--- config.mk ---
export PLATFORM = sky130hd
export DESIGN_NAME = uart_tx_flat
export DESIGN_NICKNAME = d
export VERILOG_FILES = /design/src/rtl/uart_tx_if.sv /design/src/rtl/uart_tx.sv /design/src/flat_wrapper.sv
export SDC_FILE = /design/constraint.sdc
export NUM_CORES = 1
export LEC_CHECK = 0
export ABC_CLOCK_PERIOD_IN_PS = 1600
export BUFFER_PORTS_ARGS = -buffer_cell sky130_fd_sc_hd__buf_4
export CORE_ASPECT_RATIO = 1.4
export CORE_MARGIN = 2
export CORE_UTILIZATION = 25
export CTS_CLUSTER_DIAMETER = 200
export DETAILED_ROUTE_END_ITERATION = 7
export GPL_TIMING_DRIVEN = 0
export REMOVE_ABC_BUFFERS = 1
export SYNTH_ARGS = -nofsm -noshare
export SYNTH_HDL_FRONTEND = slang
export SYNTH_SLANG_ARGS = --single-unit
--- constraint.sdc ---
create_clock -name clk -period 1.6 [get_ports clk]
set_input_delay 0.16 -clock clk [delete_from_list [all_inputs] [get_ports clk]]
set_output_delay 0.16 -clock clk [all_outputs]
set_load 0.05 [all_outputs]
--- src/rtl/uart_tx_if.sv ---
// uart_tx_if: byte handshake between a producer (master) and the UART transmitter (slave).
interface uart_tx_if;
    logic [7:0] tx_data;
    logic       tx_valid;
    logic       tx_ready;

    modport master (output tx_data, output tx_valid, input tx_ready);
    modport slave  (input tx_data, input tx_valid, output tx_ready);
endinterface

--- src/rtl/uart_tx.sv ---
// uart_tx: byte-wide UART transmitter, 8N1 by default; define UART_TX_PARITY_EN
// to insert an even-parity bit (8E1). Synchronous active-high reset.
module uart_tx #(
    parameter int CLK_HZ = 12000000,
    parameter int BAUD   = 115200
) (
    input  logic     clk,
    input  logic     reset,
    uart_tx_if.slave tx_if,
    output logic     txd,
    output logic     busy
);
    localparam int CLKS_PER_BIT = CLK_HZ / BAUD;
    localparam int CNT_W        = $clog2(CLKS_PER_BIT);
    localparam logic [CNT_W-1:0] CNT_LAST = CNT_W'(CLKS_PER_BIT - 1);

    typedef enum logic [2:0] {
        S_IDLE,
        S_START,
        S_DATA,
`ifdef UART_TX_PARITY_EN
        S_PARITY,
`endif
        S_STOP
    } state_e;

    state_e           state_q, state_d;
    logic [CNT_W-1:0] cnt_q, cnt_d;
    logic [2:0]       bit_idx_q, bit_idx_d;
    logic [7:0]       shift_q, shift_d;
    logic             txd_q, txd_d;
    logic             cnt_last;
    logic             accept;
`ifdef UART_TX_PARITY_EN
    logic             parity_q;
`endif

    assign tx_if.tx_ready = (state_q == S_IDLE) && !reset;
    assign accept         = tx_if.tx_valid && tx_if.tx_ready;
    assign cnt_last       = (cnt_q == CNT_LAST);
    assign busy           = (state_q != S_IDLE);
    assign txd            = txd_q;

    always_ff @(posedge clk) begin
        // NOTE: sequential state uses <= so every register samples pre-edge values.
        if (reset) begin
            state_q   <= S_IDLE;
            cnt_q     <= '0;
            bit_idx_q <= '0;
            txd_q     <= 1'b1;
        end else begin
            state_q   <= state_d;
            cnt_q     <= cnt_d;
            bit_idx_q <= bit_idx_d;
            txd_q     <= txd_d;
        end
    end

    // NOTE: payload registers carry no reset; they are always loaded on acceptance before use.
    always_ff @(posedge clk) begin
        shift_q <= shift_d;
`ifdef UART_TX_PARITY_EN
        if (accept) parity_q <= ^tx_if.tx_data;
`endif
    end

    always_comb begin
        // NOTE: every output gets a default first so no path can infer a latch.
        state_d   = state_q;
        cnt_d     = cnt_q + CNT_W'(1);
        bit_idx_d = bit_idx_q;
        shift_d   = shift_q;
        txd_d     = 1'b1;

        case (state_q)
            S_IDLE: begin
                cnt_d = '0;
                if (accept) begin
                    state_d = S_START;
                    shift_d = tx_if.tx_data;
                end
            end
            S_START: begin
                if (cnt_last) begin
                    state_d   = S_DATA;
                    cnt_d     = '0;
                    bit_idx_d = '0;
                end
            end
            S_DATA: begin
                if (cnt_last) begin
                    cnt_d     = '0;
                    shift_d   = shift_q >> 1;
                    bit_idx_d = bit_idx_q + 3'd1;
`ifdef UART_TX_PARITY_EN
                    if (bit_idx_q == 3'd7) state_d = S_PARITY;
`else
                    if (bit_idx_q == 3'd7) state_d = S_STOP;
`endif
                end
            end
`ifdef UART_TX_PARITY_EN
            S_PARITY: begin
                if (cnt_last) begin
                    state_d = S_STOP;
                    cnt_d   = '0;
                end
            end
`endif
            S_STOP: begin
                if (cnt_last) begin
                    state_d = S_IDLE;
                    cnt_d   = '0;
                end
            end
            default: begin
                state_d = S_IDLE;
                cnt_d   = '0;
            end
        endcase

        // Line level is registered from the state being entered, so it changes with the state.
        case (state_d)
            S_START:  txd_d = 1'b0;
            S_DATA:   txd_d = shift_d[0];
`ifdef UART_TX_PARITY_EN
            S_PARITY: txd_d = parity_q;
`endif
            default:  txd_d = 1'b1;
        endcase
    end
endmodule

--- src/flat_wrapper.sv ---
// flat-port wrapper written by rule: the top's interface ports become plain ports
module uart_tx_flat 
#(
    parameter int CLK_HZ = 12000000,
    parameter int BAUD   = 115200
)
  (clk, reset, txd, busy, tx_if_tx_data, tx_if_tx_valid, tx_if_tx_ready);
  uart_tx_if tx_if_i ();
  input  logic clk;
  input  logic reset;
  output logic txd;
  output logic busy;
  input wire logic [$bits(tx_if_i.tx_data)-1:0] tx_if_tx_data;
  input wire logic [$bits(tx_if_i.tx_valid)-1:0] tx_if_tx_valid;
  output wire logic [$bits(tx_if_i.tx_ready)-1:0] tx_if_tx_ready;
  assign tx_if_i.tx_data = tx_if_tx_data;
  assign tx_if_i.tx_valid = tx_if_tx_valid;
  assign tx_if_tx_ready = tx_if_i.tx_ready;
  uart_tx #(.CLK_HZ(CLK_HZ), .BAUD(BAUD)) u_core (.clk(clk), .reset(reset), .tx_if(tx_if_i), .txd(txd), .busy(busy));
endmodule
* After elaboration in Yosys (flattened, before gate mapping)
Cells that the tools add are included.
** Cells by class
- $add $sub $neg :: 2
- Equality and inequality tests :: 10
- Mux-type cells :: 13
- Bitwise logic cells :: 1
- Reduce and logical (&&, ||, !) cells :: 11
** Operators with widths (count)
- 3-bit two-way mux :: 7
- 8-bit two-way mux :: 2
- 8-bit one-hot mux with 2 select lines :: 1
- 3-bit one-hot mux with 4 select lines :: 1
- 3-bit by 2-bit equality test with 1-bit output, second input constant :: 3
- 7-bit by 1-bit adder with 7-bit output, second input constant :: 1
- 7-bit equality test, second input constant :: 1
- 3-bit by 1-bit equality test with 1-bit output, second input constant :: 2
- 2-bit by 1-bit inequality test with 1-bit output, second input constant :: 3
- 3-bit one-hot mux with 2 select lines :: 1
- 3-bit AND reduction :: 2
- 3-bit OR reduction :: 2
- 2-bit nonzero test :: 2
- 3-bit by 1-bit adder with 3-bit output, second input constant :: 1
- 3-bit equality test, second input constant :: 1
- 3-bit zero test :: 1
- 3-bit nonzero test :: 1
- 1-bit logical AND :: 2
- 1-bit one-hot mux with 2 select lines :: 1
- 1-bit zero test :: 1
- 1-bit inverter :: 1
** Storage, ports and cells
- Register bits after elaboration :: 22
- Output and inout port bits :: 3

* Depth between registers and ports, before layout
Gate-level depths: netlist (run 1).
- Depth in word-level cells :: 7
- Depth in mapped cells :: 7
- Mapped depth without buffers :: 6

* Worst setup path after synthesis (run 1)
No wires, ideal clock.
- Path kind :: register -> register
- Start :: register u_core.state_q[0]
- End :: register u_core.shift_q[1] (enable)
- Setup time :: 324 ps
- Arrival :: 2093 ps
- Setup slack :: -817 ps
- Stages on the path, launching flop included :: 6
- Buffers on the path :: 2
- Clock period less this slack :: 2417 ps
- Cell sequence :: dfxtp_1 > buf_2 > nor4_2 > and2_1 > buf_2 > or2_1
** On the way
- Word-level cells in the longest chain between the ends :: 5
- Elaborated cells between the ends (all ways) :: 8
- Classes of those cells :: eq/ne: 3; reduce/logical: 5
** Ends and longest elaborated chain
- start: declaration :: line uart_tx.sv:27 : state_e state_q, state_d;
- start signal: assignment :: line uart_tx.sv:52 : state_q <= state_d;
- 3-bit zero test :: line uart_tx.sv:38 : assign tx_if.tx_ready = (state_q == S_IDLE) && !reset;
- 1-bit logical AND :: line uart_tx.sv:38
- named net tx_if_tx_ready :: line flat_wrapper.sv:15 : output wire logic [$bits(tx_if_i.tx_ready)-1:0] tx_if_tx_ready;
- 1-bit logical AND :: line uart_tx.sv:39 : assign accept = tx_if.tx_valid && tx_if.tx_ready;
- 2-bit by 1-bit inequality test with 1-bit output (no source line)
- 3-bit AND reduction (no source line)
- end signal: assignment :: line uart_tx.sv:61 : shift_q <= shift_d;
- end: declaration :: line uart_tx.sv:30 : logic [7:0] shift_q, shift_d;
The timed path passes the listed nets, and every way through them passes these cells.
A chain may end at the register's enable or synchronous reset.

==> reports/qor.tcl, run 1 <==
set qor(layout_worst_path_cycle_share) 0.990
set qor(final_nets) 129
set qor(finalHoldViolations) 0
set qor(drc) 0
set qor(synth-edff-count) 7
set qor(grt_overflow_total) 0
set qor(post-synth-top-area-fraction) 0.292
set qor(rsz_0062_raised_after_global_routing) {yes}
set qor(synthesis.instances) 100
set qor(tritoncts.num_buffers) 3
set qor(syn_area_per_cell_um2) 10.3
set qor(ys_dominant_reg_cell) {sky130_fd_sc_hd__dfxtp_1}
set qor(gpl.final_weighted_congestion) 0.732
set qor(cp.arrival_ps) 1590
set qor(synth-seq-cells) 22
set qor(die-width_um) 58.2
set qor(power_share_of_the_sequential_group) 0.588
set qor(internal_power_mw) 0.799
set qor(syn-cell-area_mm2) 0.00103
set qor(netlist_top_cells_area) {sky130_fd_sc_hd__dfxtp_1 (29%), sky130_fd_sc_hd__edfxtp_1 (20%), sky130_fd_sc_hd__a22o_1 (5.1%), sky130_fd_sc_hd__nor2_1 (4.4%), sky130_fd_sc_hd__ha_1 (3.6%)}
set qor(end_kind) {flip-flop}
set qor(drt-pass1-iter-count) 3
set qor(antenna_cells_inserted) 0
set qor(floorplan.initialDensity) 0.261
set qor(finalSetupTns_ps) 0
set qor(synth_async_sr_flop_share) 0
set qor(hold_buffers_post_cts) 0
set qor(core.rowCount) 27
set qor(critPathKind) {reg -> reg}
set qor(clock_power_share) 0.329
set qor(cap_viol_max_count) 0
set qor(power_mw) 1.02
set qor(period_needed_ps) 1580
set qor(worst_hold_path_type) {in -> reg}
set qor(maximum_number_of_pins_on_one_net_before_global_route_repair) 15
set qor(core_mm2) 0.00395
set qor(antenna_violations_before_repair) 0
set qor(p_switching_mw) 0.222
set qor(cts_root_buf) {sky130_fd_sc_hd__clkbuf_8}
set qor(critical_path_required_ps) 1610
set qor(routedWlPerCell_um) 12.2
set qor(synth_commonest_cells) {sky130_fd_sc_hd__dfxtp_1 (15), sky130_fd_sc_hd__nor2_1 (12), sky130_fd_sc_hd__edfxtp_1 (7), sky130_fd_sc_hd__nand3_1 (7), sky130_fd_sc_hd__a22o_1 (6)}
set qor(pins_over_their_slew_limit) 0
set qor(number_of_global_route_vias_before_repair) 835
set qor(yosysMostFrequentCell) {sky130_fd_sc_hd__dfxtp_1}
set qor(clock_latency_ps) 250
set qor(share_of_the_yosys_chip_area_belonging_to_registers) 0.496
set qor(share_of_cells_above_drive_strength_1) 0.307
set qor(num_vias) 753
set qor(critical_path_peak_fanout) 5
set qor(comb_power_share) 0.083
set qor(initialDrtViolationCount) 9
set qor(status) {finished, final reports clean}
set qor(yosysWarnings) 0
set qor(htree_levels) 1
set qor(route.detailed.vias_per_inst) 4.80
set qor(finalWirelength_mm) 1.92
set qor(die_height_um) 79.9
set qor(global_route_wire_length_before_repair_mm) 3.48
set qor(synthDominantAreaCellType) {sky130_fd_sc_hd__dfxtp_1}
set qor(slew_headroom) 0.657
set qor(max_freq_mhz) 631
set qor(finalHoldWorstSlack_ps) 106
set qor(clkSlewWorstSetupHoldPaths_ps) 70
set qor(finalClockSkew_ps) 0.918
set qor(portBuffers) 13
set qor(grt_usage) 0.0954
set qor(cellLeakagePower_nw) 0.469
set qor(design.portCount) 14
set qor(count_of_clock_tree_sinks) 22
set qor(antenna_left) 0
set qor(fin_util) 0.317
set qor(worst_ir_drop_vdd_mv) 0.453
set qor(max_slew.worst_pin.slew_ps) 512
set qor(die-area_mm2) 0.00466
set qor(area_growth_syn_to_layout_pct) 21.5
set qor(finalSetupViolations) 0
set qor(switching_share) 0.218
set qor(max-clock-path-buffers) 2
set qor(detailedPlacementHpwl_mm) 1.44
set qor(power_density_mw_per_mm2) 816
set qor(critPathLaunchType) {flip-flop}
set qor(netlist-cell-type-count) 36
set qor(tritoncts_clock_tree) {done}
## registers in the layout (all words and copies together), names as in the netlist
register,cells
u_core.bit_idx_q,3
u_core.cnt_q,7
u_core.shift_q,8
u_core.state_q,3
u_core.txd,1
## layout by cell type (no fill, tap or decap), types with 3 or more instances in the layout
cell type | Yosys | final
sky130_fd_sc_hd__a22o_1 | 6 | 6
sky130_fd_sc_hd__xnor2_1 | 3 | 3
sky130_fd_sc_hd__dfxtp_1 | 15 | 12
sky130_fd_sc_hd__dfxtp_2 | 0 | 3
sky130_fd_sc_hd__buf_4 | 0 | 15
sky130_fd_sc_hd__xor2_1 | 4 | 4
sky130_fd_sc_hd__clkbuf_8 | 0 | 3
sky130_fd_sc_hd__nand3_1 | 7 | 7
sky130_fd_sc_hd__edfxtp_1 | 7 | 7
sky130_fd_sc_hd__nor2_1 | 12 | 12
sky130_fd_sc_hd__and3_4 | 2 | 3
sky130_fd_sc_hd__a21oi_1 | 3 | 3
sky130_fd_sc_hd__nand2_1 | 4 | 4
sky130_fd_sc_hd__nand4_1 | 3 | 3
## power by group through the flow
stage	clock network, mW	registers [mW]	logic [mW]
2_1_floorplan	0	0.614	0.0415
3_3_place_gp	0	0.612	0.0799
3_5_place_dp	0	0.613	0.0814
4_1_cts	0.352	0.600	0.0852
5_1_grt	0.383	0.602	0.0916
6_report	0.336	0.600	0.0845
## worst max-delay path, cell delays in order, from the launching register on
cell,delay (ps)
sky130_fd_sc_hd__dfxtp_2,340
sky130_fd_sc_hd__ha_4,160
sky130_fd_sc_hd__and3_4,150
sky130_fd_sc_hd__and3_4,180
sky130_fd_sc_hd__and3_4,200
sky130_fd_sc_hd__buf_4,130
sky130_fd_sc_hd__a22o_1,170
## per-layer routing
| metal | track usage | up-vias | share of wire |
|---|---|---|---|
| met3 | 0.0194 | 2 | 0.034 |
| met2 | 0.170 | 11 | 0.51 |
| li1 | - | 386 | - |
| met5 | 0 | - | 0 |
| met1 | 0.106 | 354 | 0.45 |
| met4 | 0.0419 | 0 | 0.0078 |
## area by class of cell
type | count | area [µm²]
tap | 43 | 53.8
fill | 407 | 2700
timing repair buffer | 16 | 124
sequential | 22 | 514
inverter | 1 | 3.75
clock inverter | 1 | 3.75
clock buffer | 3 | 41.3
multi-input combinational | 71 | 510
## through the flow
stage / instances / area [µm²] / worst slack [ps]
3_3_place_gp: 150 / 1150 / -338
6_report: 157 / 1250 / 16.5
3_5_place_dp: 150 / 1150 / -406
5_1_grt: 157 / 1250 / -25.6
4_1_cts: 157 / 1240 / 14.0
2_1_floorplan: 94 / 996 / -801
## cells by family (layout without fill, tap and decap cells)
group | Yosys count | after routing | share of synthesized area
xor+xnor | 7 | 7 | 0.0595
buf+inv | 7 | 21 | 0.0364
simple gates | 44 | 44 | 0.242
fa+ha+maj | 3 | 3 | 0.0365
compound gates | 16 | 16 | 0.126
other cells | 1 | 1 | 0.00364
flops | 22 | 22 | 0.496
## path summary, 6_finish.rpt
| path | startpoint | to | slack [ps] | depth (start not counted) |
|---|---|---|---|---|
| setup / recovery | u_core.cnt_q[1] | u_core.shift_q[1] | 20 | 6 |
| hold / removal | tx_if_tx_data[0] | u_core.shift_q[0] | 110 | 2 |
| setup reg to reg | u_core.cnt_q[1] | u_core.shift_q[1] | 20 | 6 |
| hold reg to reg | u_core.bit_idx_q[1] | u_core.bit_idx_q[1] | 490 | 2 |
## timing repair
item / 4_1_cts / 5_1_grt
gates cloned: 0 / 0
resized for setup: 10 / 2
setup endpoints to repair: 16 / 16
pin swaps: 1 / 2
buffers inserted: 3 / 0
Power figures use the tool's default switching activity.
==> run 2: changes to the inputs <==
==> constraint.sdc (replaced) <==
create_clock -name clk -period 1.6 [get_ports clk]
set_input_delay 0.32 -clock clk [delete_from_list [all_inputs] [get_ports clk]]
set_output_delay 0.32 -clock clk [all_outputs]
set_load 0.05 [all_outputs]
==> run 2 against run 1 <==
Non-clock buffer count is 2 higher. Combinational power is 0.5% lower. Power is 0.21% lower. Sequential share of layout area is 0.87 points lower. Critical path depth stayed put. Cell count is 1.3% higher. Core utilization is 0.92 points higher. Global-route usage hardly changed. First-iteration DRC count is 22% lower. Wire length is 4.0% higher. Critical endpoint unchanged.
==> reports/qor.tcl, run 2 (synthesis gave the netlist of run 1 again) <==
set qor(maximum_number_of_pins_on_one_net_before_global_route_repair) 15
set qor(die-width_um) 58.2
set qor(antenna_violations_before_repair) 0
set qor(place_inst) 150
set qor(design.portCount) 14
set qor(route.detailed.vias_per_inst) 4.84
set qor(finalSetupTns_ps) 0
set qor(max_slew.worst_pin.slew_ps) 515
set qor(tritoncts_clock_tree) {done}
set qor(finalWirelength_mm) 1.99
set qor(finalHoldViolations) 0
set qor(gpl.final_weighted_congestion) 0.732
set qor(core_mm2) 0.00395
set qor(setup.worst_path.start) {u_core.cnt_q[1]}
set qor(period_needed_ps) 1580
set qor(global_route_wire_length_before_repair_mm) 3.46
set qor(cellLeakagePower_nw) 0.494
set qor(drc) 0
set qor(clkSlewWorstSetupHoldPaths_ps) 80
set qor(finalSetupViolations) 0
set qor(number_of_global_route_vias_before_repair) 831
set qor(critPathMaxStageDelay_ps) 340
set qor(cell_mode_on_critical_path) {sky130_fd_sc_hd__and3_4}
set qor(crit_buf_inv) 1
set qor(floorplan.initialDensity) 0.261
set qor(core.rowCount) 27
set qor(cap_viol_max_count) 0
set qor(tritoncts.num_buffers) 3
set qor(area_growth_syn_to_layout_pct) 25.0
set qor(worst_hold_path_type) {in -> reg}
set qor(critical_path_peak_fanout) 5
set qor(routedWlPerCell_um) 12.5
set qor(grt_usage) 0.0951
set qor(critPathKind) {reg -> reg}
set qor(slew_headroom) 0.655
set qor(number_of_flip_flops_in_the_largest_register) 8
set qor(count_of_clock_tree_sinks) 22
set qor(startpoint_of_the_tightest_hold_check_path) {tx_if_tx_data[0]}
set qor(cp.arrival_ps) 1600
set qor(finalHoldWorstSlack_ps) 266
set qor(registers.top_by_ff_count) {u_core.shift_q}
set qor(power_density_mw_per_mm2) 791
set qor(timing.critical_path.slowest_stage_cell) {sky130_fd_sc_hd__dfxtp_2}
set qor(grt_overflow_total) 0
set qor(finalClockSkew_ps) 1.83
set qor(antenna_left) 0
set qor(drt-pass1-iter-count) 2
set qor(power_mw) 1.02
set qor(final_nets) 131
set qor(r2r_start) {u_core.cnt_q[1]}
set qor(clock_latency_ps) 250
set qor(htree_levels) 1
set qor(hold_buffers_post_cts) 0
set qor(status) {finished, final reports clean}
set qor(die-area_mm2) 0.00466
set qor(dpl-instance-area_mm2) 0.00115
set qor(die_height_um) 79.9
set qor(path_cells) {ha_4 > and3_4 > and3_4 > and3_4 > buf_4 > a22o_1}
set qor(detailedPlacementHpwl_mm) 1.44
set qor(final-instance-count-excl-fill) 159
set qor(share_of_cells_above_drive_strength_1) 0.336
set qor(rsz_0062_raised_after_global_routing) {yes}
set qor(antenna_cells_inserted) 0
set qor(reg.largest.list) {u_core.shift_q x8, u_core.cnt_q x7}
set qor(cts_root_buf) {sky130_fd_sc_hd__clkbuf_8}
set qor(worst_ir_drop_vdd_mv) 0.420
set qor(layout_worst_path_cycle_share) 0.990
set qor(initialDrtViolationCount) 7
set qor(critPathLaunchType) {flip-flop}
set qor(crit_family) {simple AND/OR/NAND/NOR gates}
set qor(max_freq_mhz) 631
set qor(end_kind) {flip-flop}
set qor(stdcell_area_mm2) 0.00129
set qor(critical_path_required_ps) 1610
set qor(pins_over_their_slew_limit) 0
set qor(max-clock-path-buffers) 2
set qor(num_vias) 770
set qor(mostFrequentLayoutCell) {sky130_fd_sc_hd__buf_4}
set qor(portBuffers) 13
set qor(final_cell_mix) {sky130_fd_sc_hd__buf_4 (17), sky130_fd_sc_hd__nor2_1 (12), sky130_fd_sc_hd__dfxtp_1 (11), sky130_fd_sc_hd__nand3_1 (7), sky130_fd_sc_hd__edfxtp_1 (7)}
[run 2: layout make-up]
| cell class | instances | area, µm² |
|---|---|---|
| clock inverter | 1 | 3.75 |
| inverter | 1 | 3.75 |
| clock buffer | 3 | 41.3 |
| fill | 401 | 2670 |
| tap | 43 | 53.8 |
| multi-input combinational | 71 | 528 |
| timing repair buffer | 18 | 139 |
| sequential | 22 | 518 |
[run 2: power breakdown]
part / leakage [nW] / internal (mW) / switching, mW
Sequential: 0.187 / 0.587 / 0.0117
Clock: 0.0231 / 0.171 / 0.165
Combinational: 0.284 / 0.0389 / 0.0452
Total: 0.494 / 0.797 / 0.222
[run 2: metal layers]
metal,routed length (µm),global-route usage,vias up
met5,0,0,-
met4,15,0.0419,0
met3,64,0.0194,2
met2,1050,0.169,11
met1,861,0.106,367
li1,-,-,390
[run 2: per-stage QoR]
stage           util  worst slack, ps
5_1_grt        0.326            -33.2
3_3_place_gp   0.290             -338
3_5_place_dp   0.290             -406
6_report       0.326             15.2
4_1_cts        0.315             14.0
2_1_floorplan      -             -801
[run 2: path summary, 6_finish.rpt]
| kind | end | slack [ps] | cells after the start |
|---|---|---|---|
| hold / removal | u_core.shift_q[0] | 270 | 2 |
| hold reg to reg | u_core.bit_idx_q[1] | 480 | 2 |
| setup reg to reg | u_core.shift_q[1] | 20 | 6 |
| setup / recovery | u_core.shift_q[1] | 20 | 6 |
[run 2: repair_timing]
action | in CTS | in global routing
setup endpoints to repair | 18 | 18
hold endpoints to repair | 0 | 0
resized for setup | 11 | 5
pin swaps | 1 | 4
setup buffers | 3 | 2
==> run 3: changes to the inputs <==
--- a/config.mk
+++ b/config.mk
@@ -5,7 +5,8 @@
 export SDC_FILE = /design/constraint.sdc
 export NUM_CORES = 1
 export LEC_CHECK = 0
-export ABC_CLOCK_PERIOD_IN_PS = 1600
+export ABC_AREA = 1
+export ABC_CLOCK_PERIOD_IN_PS = 1400
 export BUFFER_PORTS_ARGS = -buffer_cell sky130_fd_sc_hd__buf_4
 export CORE_ASPECT_RATIO = 1.4
 export CORE_MARGIN = 2
==> constraint.sdc (replaced) <==
create_clock -name clk -period 1.4 [get_ports clk]
set_input_delay 0.28 -clock clk [delete_from_list [all_inputs] [get_ports clk]]
set_output_delay 0.28 -clock clk [all_outputs]
set_load 0.05 [all_outputs]
==> run 3 against run 2 <==
Worst setup slack gained 40 ps. Via count increased by 16%. Fmax rose by 18%. Synthesized cell count increased by 28%. Clock power grew 35%. Critical path depth stayed put. Global-route usage fell by 0.51 points. Cell area up 10%. Critical path type unchanged. Critical endpoint is now u_core.shift_q[4]. Largest cell class unchanged.
==> reports/qor.tcl, run 3 <==
set qor(status) {finished, final reports clean}
set qor(clock_latency_ps) 260
set qor(die_height_um) 81.9
set qor(cap_viol_max_count) 0
set qor(antenna_violations_before_repair) 0
set qor(critical_path_required_ps) 1420
set qor(reg.largest.list) {u_core.shift_q x8, u_core.cnt_q x7}
set qor(mostFrequentLayoutCell) {sky130_fd_sc_hd__nand2_1}
set qor(count_of_clock_tree_sinks) 22
set qor(drc) 0
set qor(netlist_top_cells_area) {sky130_fd_sc_hd__dfxtp_1 (28%), sky130_fd_sc_hd__edfxtp_1 (19%), sky130_fd_sc_hd__nand2_1 (8.7%), sky130_fd_sc_hd__nand3_1 (6.5%), sky130_fd_sc_hd__nor2_1 (5.9%)}
set qor(area_growth_syn_to_layout_pct) 31.1
set qor(yosysWarnings) 0
set qor(power_density_mw_per_mm2) 876
set qor(core.rowCount) 28
set qor(final_nets) 169
set qor(finalSetupViolations) 0
set qor(critPathKind) {reg -> reg}
set qor(layout_worst_path_cycle_share) 0.961
set qor(share_of_cells_above_drive_strength_1) 0.390
set qor(clkSlewWorstSetupHoldPaths_ps) 80
set qor(pins_over_their_slew_limit) 0
set qor(rsz_0062_raised_after_global_routing) {yes}
set qor(synthesis.instances) 128
set qor(finalHoldViolations) 0
set qor(cellLeakagePower_nw) 0.622
set qor(die-area_mm2) 0.00489
set qor(layout_setup_ws_ps) 55.3
set qor(antenna_cells_inserted) 0
set qor(critPathLaunchType) {flip-flop}
set qor(detailedPlacementHpwl_mm) 1.54
set qor(gpl.final_weighted_congestion) 0.816
set qor(number_of_inserted_filler_cells_in_the_final_layout) 445
set qor(antenna_left) 0
set qor(grt_overflow_total) 0
set qor(registers.top_by_ff_count) {u_core.shift_q}
set qor(end_kind) {flip-flop}
set qor(synth-edff-count) 7
set qor(cts_root_buf) {sky130_fd_sc_hd__clkbuf_8}
set qor(core_mm2) 0.00420
set qor(cp.arrival_ps) 1370
set qor(routedWlPerCell_um) 10.5
set qor(number_of_flip_flops_in_the_largest_register) 8
set qor(max-clock-path-buffers) 2
set qor(dp_slack_ps) -194
set qor(critical_path_peak_fanout) 8
set qor(netlist-cell-type-count) 22
set qor(synthDominantAreaCellType) {sky130_fd_sc_hd__dfxtp_1}
set qor(tritoncts.num_buffers) 3
set qor(seq_area_um2) 527
set qor(synth_commonest_cells) {sky130_fd_sc_hd__nand2_1 (25), sky130_fd_sc_hd__nor2_1 (17), sky130_fd_sc_hd__dfxtp_1 (15), sky130_fd_sc_hd__nand3_1 (14), sky130_fd_sc_hd__inv_1 (13)}
set qor(final_cell_mix) {sky130_fd_sc_hd__nand2_1 (24), sky130_fd_sc_hd__buf_4 (21), sky130_fd_sc_hd__nor2_1 (17), sky130_fd_sc_hd__nand3_1 (12), sky130_fd_sc_hd__inv_1 (11)}
set qor(syn_area_per_cell_um2) 8.47
set qor(hold_buffers_post_cts) 0
set qor(route.detailed.vias_per_inst) 4.48
set qor(global_route_wire_length_before_repair_mm) 3.36
set qor(max_freq_mhz) 744
set qor(initialDrtViolationCount) 14
set qor(synth_async_sr_flop_share) 0
set qor(period_needed_ps) 1340
set qor(floorplan.initialDensity) 0.258
set qor(ys_dominant_reg_cell) {sky130_fd_sc_hd__dfxtp_1}
set qor(finalSetupTns_ps) 0
set qor(worst_hold_path_type) {in -> reg}
set qor(finalClockSkew_ps) 1.34
set qor(num_vias) 891
set qor(post-synth-top-area-fraction) 0.277
set qor(drt-pass1-iter-count) 6
set qor(grt_usage) 0.0900
set qor(syn-cell-area_mm2) 0.00108
set qor(synth-seq-cells) 22
set qor(die-width_um) 59.7
set qor(finalWirelength_mm) 2.08
set qor(multiInputGateArea_um2) 541
set qor(share_of_the_yosys_chip_area_belonging_to_registers) 0.471
set qor(maximum_number_of_pins_on_one_net_before_global_route_repair) 13
set qor(tritoncts_clock_tree) {done}
set qor(htree_levels) 1
set qor(worst_ir_drop_vdd_mv) 0.319
set qor(design.portCount) 14
set qor(number_of_global_route_vias_before_repair) 831
set qor(portBuffers) 13
set qor(yosysMostFrequentCell) {sky130_fd_sc_hd__nand2_1}
run 3: layout make-up:
class | instances | area share
Timing Repair Buffer | 22 | 0.121
Multi-Input combinational cell | 89 | 0.380
Clock buffer | 4 | 0.0387
Sequential cell | 22 | 0.370
Tap cell | 45 | 0.0396
Inverter | 17 | 0.0501
run 3: what timing repair did:
item,4_1_cts,5_1_grt
pin swaps,3,3
gates resized for setup,13,8
setup buffers,4,5
setup endpoints to repair,19,27
run 3: power by group:
group / switching [mW] / total [mW] / internal, mW
registers: 0.00721 / 0.677 / 0.670
clock network: 0.203 / 0.454 / 0.251
logic: 0.0620 / 0.115 / 0.0535
total: 0.272 / 1.25 / 0.974
run 3: layer usage:
| layer | global-route usage | vias to the layer above | part of all wire | wire length [µm] |
|---|---|---|---|---|
| met4 | 0.0556 | 0 | 0.026 | 54 |
| met5 | 0 | - | 0 | 0 |
| met1 | 0.0900 | 405 | 0.40 | 830 |
| li1 | - | 469 | - | - |
| met3 | 0.0157 | 5 | 0.036 | 74 |
| met2 | 0.166 | 12 | 0.54 | 1120 |
run 3: kinds of logic after synthesis:
kind of cell	synth area share
and+or+nand+nor	0.331
AOI/OAI and AO/OA	0.0784
other	0.00346
adders and majority gates	0.0346
DFF	0.471
buffers and inverters	0.0658
xor gates and xnor gates	0.0162
run 3: critical path: stages, from the launching register on:
cell and delay, ps:
sky130_fd_sc_hd__dfxtp_4 370, sky130_fd_sc_hd__ha_4 180, sky130_fd_sc_hd__nand3_4 80, sky130_fd_sc_hd__nor2_4 50, sky130_fd_sc_hd__nand2_4 110, sky130_fd_sc_hd__clkinv_4 80
sky130_fd_sc_hd__a22o_2 230
run 3: final timing paths:
check             slack, ps                start  depth (start not counted)                   to
setup / recovery         60      u_core.cnt_q[0]                          6    u_core.shift_q[4]
hold / removal          220                reset                          2  u_core.bit_idx_q[1]
setup reg to reg         60      u_core.cnt_q[0]                          6    u_core.shift_q[4]
hold reg to reg         430  u_core.bit_idx_q[0]                          1  u_core.bit_idx_q[0]
run 3: metrics by stage:
stage	total power, mW	hold WS [ps]	instances	utilization	area, µm²
finish	1.25	219	199	0.338	1420
global route	1.30	223	199	0.338	1420
CTS	1.26	217	194	0.323	1360
detailed placement	0.798	450	186	0.295	1240
global placement	0.798	444	186	0.295	1240
floorplan	0.756	349	128	-	1080
